File: src/rtl/multicycle_ctrl.sv
// rtl/multicycle_ctrl.sv - multicycle MIPS-style control FSM with retired-instruction counter
module multicycle_ctrl #(
    parameter int CNT_W        = 32,
    parameter bit HALT_ON_ZERO = 1'b1
) (
    input  logic             clk,
    input  logic             reset,
    input  logic [31:0]      inst,
    input  logic             zero,
    input  logic             mem_ready,
    output logic             pc_en,
    output logic             ir_write,
    output logic             mem_read,
    output logic             mem_write,
    output logic             reg_write,
    output logic             iord,
    output logic             alu_src_a,
    output logic             reg_dst,
    output logic             mem_to_reg,
    output logic [1:0]       alu_src_b,
    output logic [1:0]       alu_op,
    output logic [1:0]       pc_source,
    output logic [3:0]       state,
    output logic             halted,
    output logic             illegal,
    output logic [CNT_W-1:0] retired
);

    typedef enum logic [3:0] {
        S_FETCH  = 4'd0,
        S_DECODE = 4'd1,
        S_MEMADR = 4'd2,
        S_MEMRD  = 4'd3,
        S_MEMWB  = 4'd4,
        S_MEMWR  = 4'd5,
        S_EXEC   = 4'd6,
        S_RWB    = 4'd7,
        S_BRANCH = 4'd8,
        S_JUMP   = 4'd9,
        S_ADDIEX = 4'd10,
        S_ADDIWB = 4'd11,
        S_HALT   = 4'd12,
        S_ERROR  = 4'd13
    } state_t;

    state_t           r_state;
    state_t           w_next;
    logic [CNT_W-1:0] r_retired;
    logic [5:0]       w_opcode;
    logic             w_retire;
    logic             w_pc_en;
    logic             w_ir_write;
    logic             w_mem_read;
    logic             w_mem_write;
    logic             w_reg_write;

    assign w_opcode = inst[31:26];

    always_ff @(posedge clk) begin
        if (reset) begin
            r_state   <= S_FETCH;
            r_retired <= '0;
        end else begin
            r_state <= w_next;
            if (w_retire)
                r_retired <= r_retired + CNT_W'(1);
        end
    end

    always_comb begin
        w_next      = r_state;
        w_retire    = 1'b0;
        w_pc_en     = 1'b0;
        w_ir_write  = 1'b0;
        w_mem_read  = 1'b0;
        w_mem_write = 1'b0;
        w_reg_write = 1'b0;
        iord        = 1'b0;
        alu_src_a   = 1'b0;
        reg_dst     = 1'b0;
        mem_to_reg  = 1'b0;
        alu_src_b   = 2'b00;
        alu_op      = 2'b00;
        pc_source   = 2'b00;
        halted      = 1'b0;
        illegal     = 1'b0;
        case (r_state)
            S_FETCH: begin
                w_mem_read = 1'b1;
                alu_src_b  = 2'b01;
                w_ir_write = mem_ready;
                w_pc_en    = mem_ready;
                if (mem_ready)
                    w_next = S_DECODE;
            end
            S_DECODE: begin
                alu_src_b = 2'b11;
                // An all-zero word halts before the opcode is even looked at.
                if (HALT_ON_ZERO && inst == 32'h0)
                    w_next = S_HALT;
                else begin
                    case (w_opcode)
                        6'h00:        w_next = S_EXEC;
                        6'h23, 6'h2B: w_next = S_MEMADR;
                        6'h04:        w_next = S_BRANCH;
                        6'h02:        w_next = S_JUMP;
                        6'h08:        w_next = S_ADDIEX;
                        default:      w_next = S_ERROR;
                    endcase
                end
            end
            S_MEMADR: begin
                alu_src_a = 1'b1;
                alu_src_b = 2'b10;
                w_next    = (w_opcode == 6'h23) ? S_MEMRD : S_MEMWR;
            end
            S_MEMRD: begin
                w_mem_read = 1'b1;
                iord       = 1'b1;
                if (mem_ready)
                    w_next = S_MEMWB;
            end
            S_MEMWB: begin
                w_reg_write = 1'b1;
                mem_to_reg  = 1'b1;
                w_next      = S_FETCH;
                w_retire    = 1'b1;
            end
            S_MEMWR: begin
                w_mem_write = 1'b1;
                iord        = 1'b1;
                if (mem_ready) begin
                    w_next   = S_FETCH;
                    w_retire = 1'b1;
                end
            end
            S_EXEC: begin
                alu_src_a = 1'b1;
                alu_op    = 2'b10;
                w_next    = S_RWB;
            end
            S_RWB: begin
                w_reg_write = 1'b1;
                reg_dst     = 1'b1;
                w_next      = S_FETCH;
                w_retire    = 1'b1;
            end
            S_BRANCH: begin
                alu_src_a = 1'b1;
                alu_op    = 2'b01;
                pc_source = 2'b01;
                w_pc_en   = zero;
                w_next    = S_FETCH;
                w_retire  = 1'b1;
            end
            S_JUMP: begin
                pc_source = 2'b10;
                w_pc_en   = 1'b1;
                w_next    = S_FETCH;
                w_retire  = 1'b1;
            end
            S_ADDIEX: begin
                alu_src_a = 1'b1;
                alu_src_b = 2'b10;
                w_next    = S_ADDIWB;
            end
            S_ADDIWB: begin
                w_reg_write = 1'b1;
                w_next      = S_FETCH;
                w_retire    = 1'b1;
            end
            S_HALT:  halted  = 1'b1;
            S_ERROR: illegal = 1'b1;
            default: w_next = S_ERROR;
        endcase
    end

    // Enables are gated by reset so nothing reaches memory or the register file mid-reset.
    assign pc_en     = w_pc_en     & ~reset;
    assign ir_write  = w_ir_write  & ~reset;
    assign mem_read  = w_mem_read  & ~reset;
    assign mem_write = w_mem_write & ~reset;
    assign reg_write = w_reg_write & ~reset;
    assign state     = r_state;
    assign retired   = r_retired;

endmodule

File: config.mk
export PLATFORM = sky130hd
export DESIGN_NAME = multicycle_ctrl
export DESIGN_NICKNAME = d
export VERILOG_FILES = /design/src/rtl/multicycle_ctrl.sv
export SDC_FILE = /design/constraint.sdc
export NUM_CORES = 1
export LEC_CHECK = 0
export ABC_CLOCK_PERIOD_IN_PS = 2029
export CAP_MARGIN = 25
export CORE_UTILIZATION = 40
export CTS_BUF_LIST = sky130_fd_sc_hd__clkbuf_8
export DETAILED_ROUTE_END_ITERATION = 16
export PLACE_DENSITY = 0.89
export SYNTH_ARGS = -nofsm -noshare
export SYNTH_HDL_FRONTEND = slang
export SYNTH_SLANG_ARGS = --single-unit
File: constraint.sdc
create_clock -name clk -period 2.03 [get_ports clk]
set_clock_uncertainty 0.2 [all_clocks]
set_input_delay 0.203 -clock clk [delete_from_list [all_inputs] [get_ports clk]]
set_output_delay 0.203 -clock clk [all_outputs]
set_load 0.1 [all_outputs]
==> results.md <==
* Internal power at 1490 µW
* Worst-path maximum fanout at 16
* # clock sinks at 36
* Top FF cell, synth: dfxtp_1
* Rows at 26
* # nets final at 436
* Fraction of registers with async set/reset at 0%
* Number of global-route vias before repair at 2618
* Die ar. at 0.00556 mm²
* Drt first pass iters at 6
* Final setup fails at 12
* Yosys top cell area share at 34.2%
* CTS hold repair buffers at 0
* Number of top-level pins at 89
* Crit path kind: reg2reg
* Max Freq at 477 MHz
* Leak at 0.00148 µW
* Post-synth EDFFs at 0
* Clk slew on worst S/H paths at 0.08 ns
* Placed wire-length estimate at 5.21 mm
* Final WS setup at -0.0650 ns
* Req. time, crit path at 2.06 ns
* Insertion delay to the later sink of the worst-skew pair at 0.30 ns
* Layout fillers at 317
* FF-to-FF setup slack at -0.06 ns
* Slew HR at 69.5%
* Initial DRC count at 446
* Area contributors post-synth: dfxtp_1, a21oi_1, nor2_1
* Antenna Nets Post-Route at 0
* Crit start category: flop
* Initial Util at 41.5%
* Flops & latches, synth at 36
* Wire length of the first global-routing pass at 12.8 mm
* Synth Cell Area at 0.00211 mm²
* Post-synthesis cell count at 275
* Residual DRC at 0
* Slew @ Worst Pin at 0.457 ns
* Layout area overhead at 88.2%
* Switching power at 952 µW
* Largest net degree at the start of global routing at 39
* CTS H-tree depth at 2
* Total power at 2440 µW
* Hold Violations, Final at 0
* Mapped Nets at 312
* Core ar. at 0.00507 mm²
* Unrepaired setup endpoints after global routing: true
* Post-route insts no fill at 470
* # diodes at 0
* Max Cap Violations at 0
* Vert. Die Dim at 74.6 µm
* Tot GR Track Use at 30.2%
* Arrival time worst endpoint at 2.12 ns
* Slew Viols, Final at 0
* Power share of the clock group at 26.4%
* P per Cell Area at 616 mW/mm²
* GRT overflow at 0
* Width of the die at 74.6 µm
* Placed cells at 447
* Via density at 6.00
* DR vias at 2822
* Avg Inst Size Synth at 7.66 µm²
* Switch share at 39.0%
* Area occupied by multi-input gates at 0.00154 mm²
* Routed wire length at 8.74 mm
* Most common cell in the netlist: dfxtp_1
* Layout cells sized above 1 at 44.8%
* Failing checks: setup timing
* YS warnings at 0
* Fin crit period at 2.09 ns
* Combinational Power Share at 43.4%
* Status: complete, but fails checks
* Fin crit share at 103%
* CTS tree: done
* DP Worst Slack at -0.421 ns
* HP Class: reg2reg
* Max VDD drop at 0.453 mV
* Register area at 803 µm²
* Root Driver: clkbuf_8
* Routed wire per std cell at 18.6 µm
* Post-synthesis sequential area ratio at 34.2%
* Top post-synthesis cells by count: dfxtp_1, nor2_1, a21oi_1, nand4_1, nor3_1
* Initial antenna violation count at 0
* GP Congestion at 0.871
* Clock buffer depth at 2
* Port buffer count at 88
* Netlist cell types at 41
* CP Capture Type: flop
* Post-synth top area cell: dfxtp_1
* CTS buffer count at 5
* Reg power frac at 30.2%
[metal layers]
layer	vias to the layer above	global-route usage (%)	wire (µm)
li1	1281	-	-
met2	168	51.0	4400
met1	1339	37.8	3450
met3	34	4.88	596
met4	0	13.4	291
met5	-	0	0
[through the flow]
stage | hold WS [ns] | TNS (ns) | utilization [%] | instance area, µm²
4_1_cts | 0.299 | -0.0102 | 76.4 | 3880
3_3_place_gp | 0.262 | -6.04 | 70.9 | 3600
5_1_grt | 0.323 | -1.38 | 78.1 | 3970
2_1_floorplan | 0.0941 | -4.11 | - | 2390
6_report | 0.301 | -0.276 | 78.1 | 3970
3_5_place_dp | 0.286 | -7.78 | 70.9 | 3600
[path summary, 6_finish.rpt]
check                                start                        to  depth (start not counted)
setup reg to reg  retired[15]$_SDFFE_PP0P_  retired[29]$_SDFFE_PP0P_                          6
hold reg to reg   retired[26]$_SDFFE_PP0P_  retired[26]$_SDFFE_PP0P_                          2
setup / recovery  retired[15]$_SDFFE_PP0P_  retired[29]$_SDFFE_PP0P_                          6
hold / removal    retired[26]$_SDFFE_PP0P_  retired[26]$_SDFFE_PP0P_                          2
[area by class of cell]
class / count / share of cell area (%)
clock buffer: 5 / 1.74
clock inverter: 3 / 1.04
inverter: 6 / 0.568
multi-input combinational: 217 / 38.7
sequential: 36 / 20.3
tap: 70 / 2.21
timing repair buffer: 133 / 35.5
[state kept, by name (all words and copies together), names as in the netlist]
name and count:
retired 32, state 4
[timing repair]
item,4_1_cts,5_1_grt
buffers inserted,13,4
endpoints found under the setup margin,14,29
cloned,0,0
gates resized for setup,20,19
pin swaps,11,8
[kinds of logic (layout without fill, tap and decap cells)]
group | count (synthesis) | count (layout) | share of synthesized area, %
fa+ha+maj | 1 | 1 | 0.594
buf+inv | 22 | 147 | 4.39
xor+xnor | 15 | 15 | 6.23
simple gates | 144 | 144 | 38.1
mux | 1 | 1 | 0.475
flops | 36 | 36 | 34.2
compound gates | 56 | 56 | 16.0
[critical path, cell delays in order (launching register included)]
cell,delay (ns)
dfxtp_4,0.39
and4_4,0.24
and3_4,0.21
nand4_1,0.14
buf_6,0.18
or4_1,0.49
a21oi_1,0.16
[power groups by stage]
stage | clock, µW | combinational, µW | sequential [µW]
2_1_floorplan | 0 | 514 | 855
3_3_place_gp | 0 | 949 | 744
3_5_place_dp | 0 | 967 | 746
4_1_cts | 646 | 1020 | 730
5_1_grt | 688 | 1100 | 739
6_report | 645 | 1060 | 737
[cells in the final DEF (no fill, tap or decap), types with 10 or more instances in the layout]
master	count
clkdlybuf4s50_1	34
nand4_1	16
nand2_1	12
a21oi_1	21
nor2_1	25
dfxtp_4	16
buf_12	23
xor2_1	10
o21ai_0	11
buf_4	67
dfxtp_2	18
No activity file was read; power rests on OpenSTA's default activity.
==> RTL change: new RTL, config.mk and constraints unchanged <==
Put one more register stage on the output `retired`, cleared by the reset. The value now appears one clock later. The other outputs are not delayed to match. Comments in the files are not updated.
--- a/src/rtl/multicycle_ctrl.sv
+++ b/src/rtl/multicycle_ctrl.sv
@@ -183,5 +183,11 @@
     assign reg_write = w_reg_write & ~reset;
     assign state     = r_state;
-    assign retired   = r_retired;
+    always_ff @(posedge clk) begin
+        if (reset) begin
+            retired <= '0;
+        end else begin
+            retired <= r_retired;
+        end
+    end
 
 endmodule
Formal check against the unedited RTL: not equivalent (Yosys sat finds a counterexample within 4 cycles, from zero or initial values and one cycle with reset high).
==> RTL change against the original RTL <==
The run still ends with setup timing left; cell count up 29%; routed wire length is 29% higher; sequential power increased by 95%; worst setup slack got worse by 0.14 ns; sequential cell count increased by 32; synthesized area is 43% higher; cell area increased by 39%; power increased by 140%; clock power rose by 94%; largest cell class unchanged.
==> RTL change: results (changes against the original RTL) <==
Multi-input logic area: 2010 µm² (was 1540 µm²)
Dpl cell area: 4650 µm² (was 3600 µm²)
Worst setup margin: -0.209 ns (was -0.0650 ns)
Most frequent cells after synthesis: dfxtp_1, nor2_1, nor2b_1, nand2_1, xnor2_1 (was dfxtp_1, nor2_1, a21oi_1, nand4_1, nor3_1)
Nets: 540 (was 436)
M2 GR Usage: 41.0% (was 51.0%)
Multi-input gates: 252 (was 217)
Top cells by area, synth: dfxtp_1, xnor2_1, nor2b_1 (was dfxtp_1, a21oi_1, nor2_1)
Fillers: 431 (was 317)
Buffering overhead: 31.5% (was 35.5%)
Type of the worst min-delay path: in -> reg (was reg -> reg)
Peak supply drop: 900 µV (was 453 µV)
Slew Limit Headroom: 61.2% (was 69.5%)
CTS Hold Bufs: 1 (was 0)
Data arrival, critical path: 2.32 ns (was 2.12 ns)
First-pass GRT wire length: 14100 µm (was 12800 µm)
Number of global-route vias before repair: 3096 (was 2618)
Max incr delay on CP: 0.51 ns (was 0.49 ns)
Root Buffer: clkbuf_8 (unchanged)
Total GRT Usage: 23.3% (was 30.2%)
CLK BUF: 14 (was 5)
CTS buffer count: 9 (was 5)
Largest net degree at the start of global routing: 35 (was 39)
Crit-path slowest cell: or4_4 (was or4_1)
Compound-gate portion of the synthesized area: 8.70% (was 16.0%)
Post-CTS setup repair buffer count: 9 (was 13)
Mapped Nets: 387 (was 312)
Buffers outside the clock class: 166 (was 133)
Met1 GRT Util: 26.5% (was 37.8%)
Post-synthesis adder-cell area fraction: 0.414% (was 0.594%)
Violated checks: setup timing (unchanged)
Seq area share: 25.1% (was 20.3%)
Worst skew pair latency: 0.35 ns (was 0.30 ns)
Met3 Use GR: 5.63% (was 4.88%)
Setup violations, final: 29 (was 12)
Xor and xnor area share after synthesis: 6.67% (was 6.24%)
Outcome: complete, but fails checks (unchanged)
Mean post-synth cell area: 8.63 µm² (was 7.66 µm²)
Crit-path max FO: 4 (was 16)
Yosys cell types: 45 (was 41)
Setup TNS: -2.73 ns (was -0.276 ns)
Drt via density: 5.68 (was 6.00)
Setup WS pre-CTS: -0.488 ns (was -0.421 ns)
Clk cell area share: 4.20% (was 2.78%)
Placed cells: 564 (was 447)
DR WL/cell: 18.6 µm (about the same)
Initial DRC count: 238 (was 446)
Mux cell area share after synthesis: 0.373% (was 0.475%)
Path depth of the worst reg2reg path: 5 (was 6)
Number of gates resized after CTS: 28 (was 20)
Placer congestion estimate: 0.853 (was 0.871)
Final Non-Filler Cells: 607 (was 470)
Tapcells inserted: 99 (was 70)
Static Leak: 2.17 nW (was 1.48 nW)
Synthesis-to-layout area growth: 82.4% (was 88.2%)
Detail Placement HPWL: 5690 µm (was 5210 µm)
CTS Sinks: 68 (was 36)
H-Tree Depth: 3 (was 2)
[RTL change: cell types whose count changed after synthesis, moves of 5 or more]
cell	unedited run	this run
nor4_1	7	17
xnor2_1	5	21
nand2_1	13	21
nand4_1	16	9
a21oi_1	24	19
or3_1	11	4
nor2_1	32	42
clkbuf_1	7	16
dfxtp_1	36	68
xor2_1	10	2
o21ai_0	14	6
nor2b_1	3	29
[RTL change: where the power goes]
part / leakage, nW / internal (mW) / switching, mW
Clock: 0.119 / 0.738 / 0.508
Combinational: 1.50 / 1.24 / 1.83
Sequential: 0.554 / 1.39 / 0.0497
[RTL change: metal layers]
metal	wire length, µm	vias up
li1	-	1538
met1	4320	1662
met3	720	49
met4	499	0
met2	5730	201
met5	0	-
[RTL change: final timing paths]
| kind | from | end | slack (ns) |
|---|---|---|---|
| max reg2reg | state[2] | r_retired[27] | -0.21 |
| min | reset | state[2] | 0.09 |
| max | state[2] | r_retired[27] | -0.21 |
| min reg2reg | r_retired[31] | retired[31] | 0.28 |
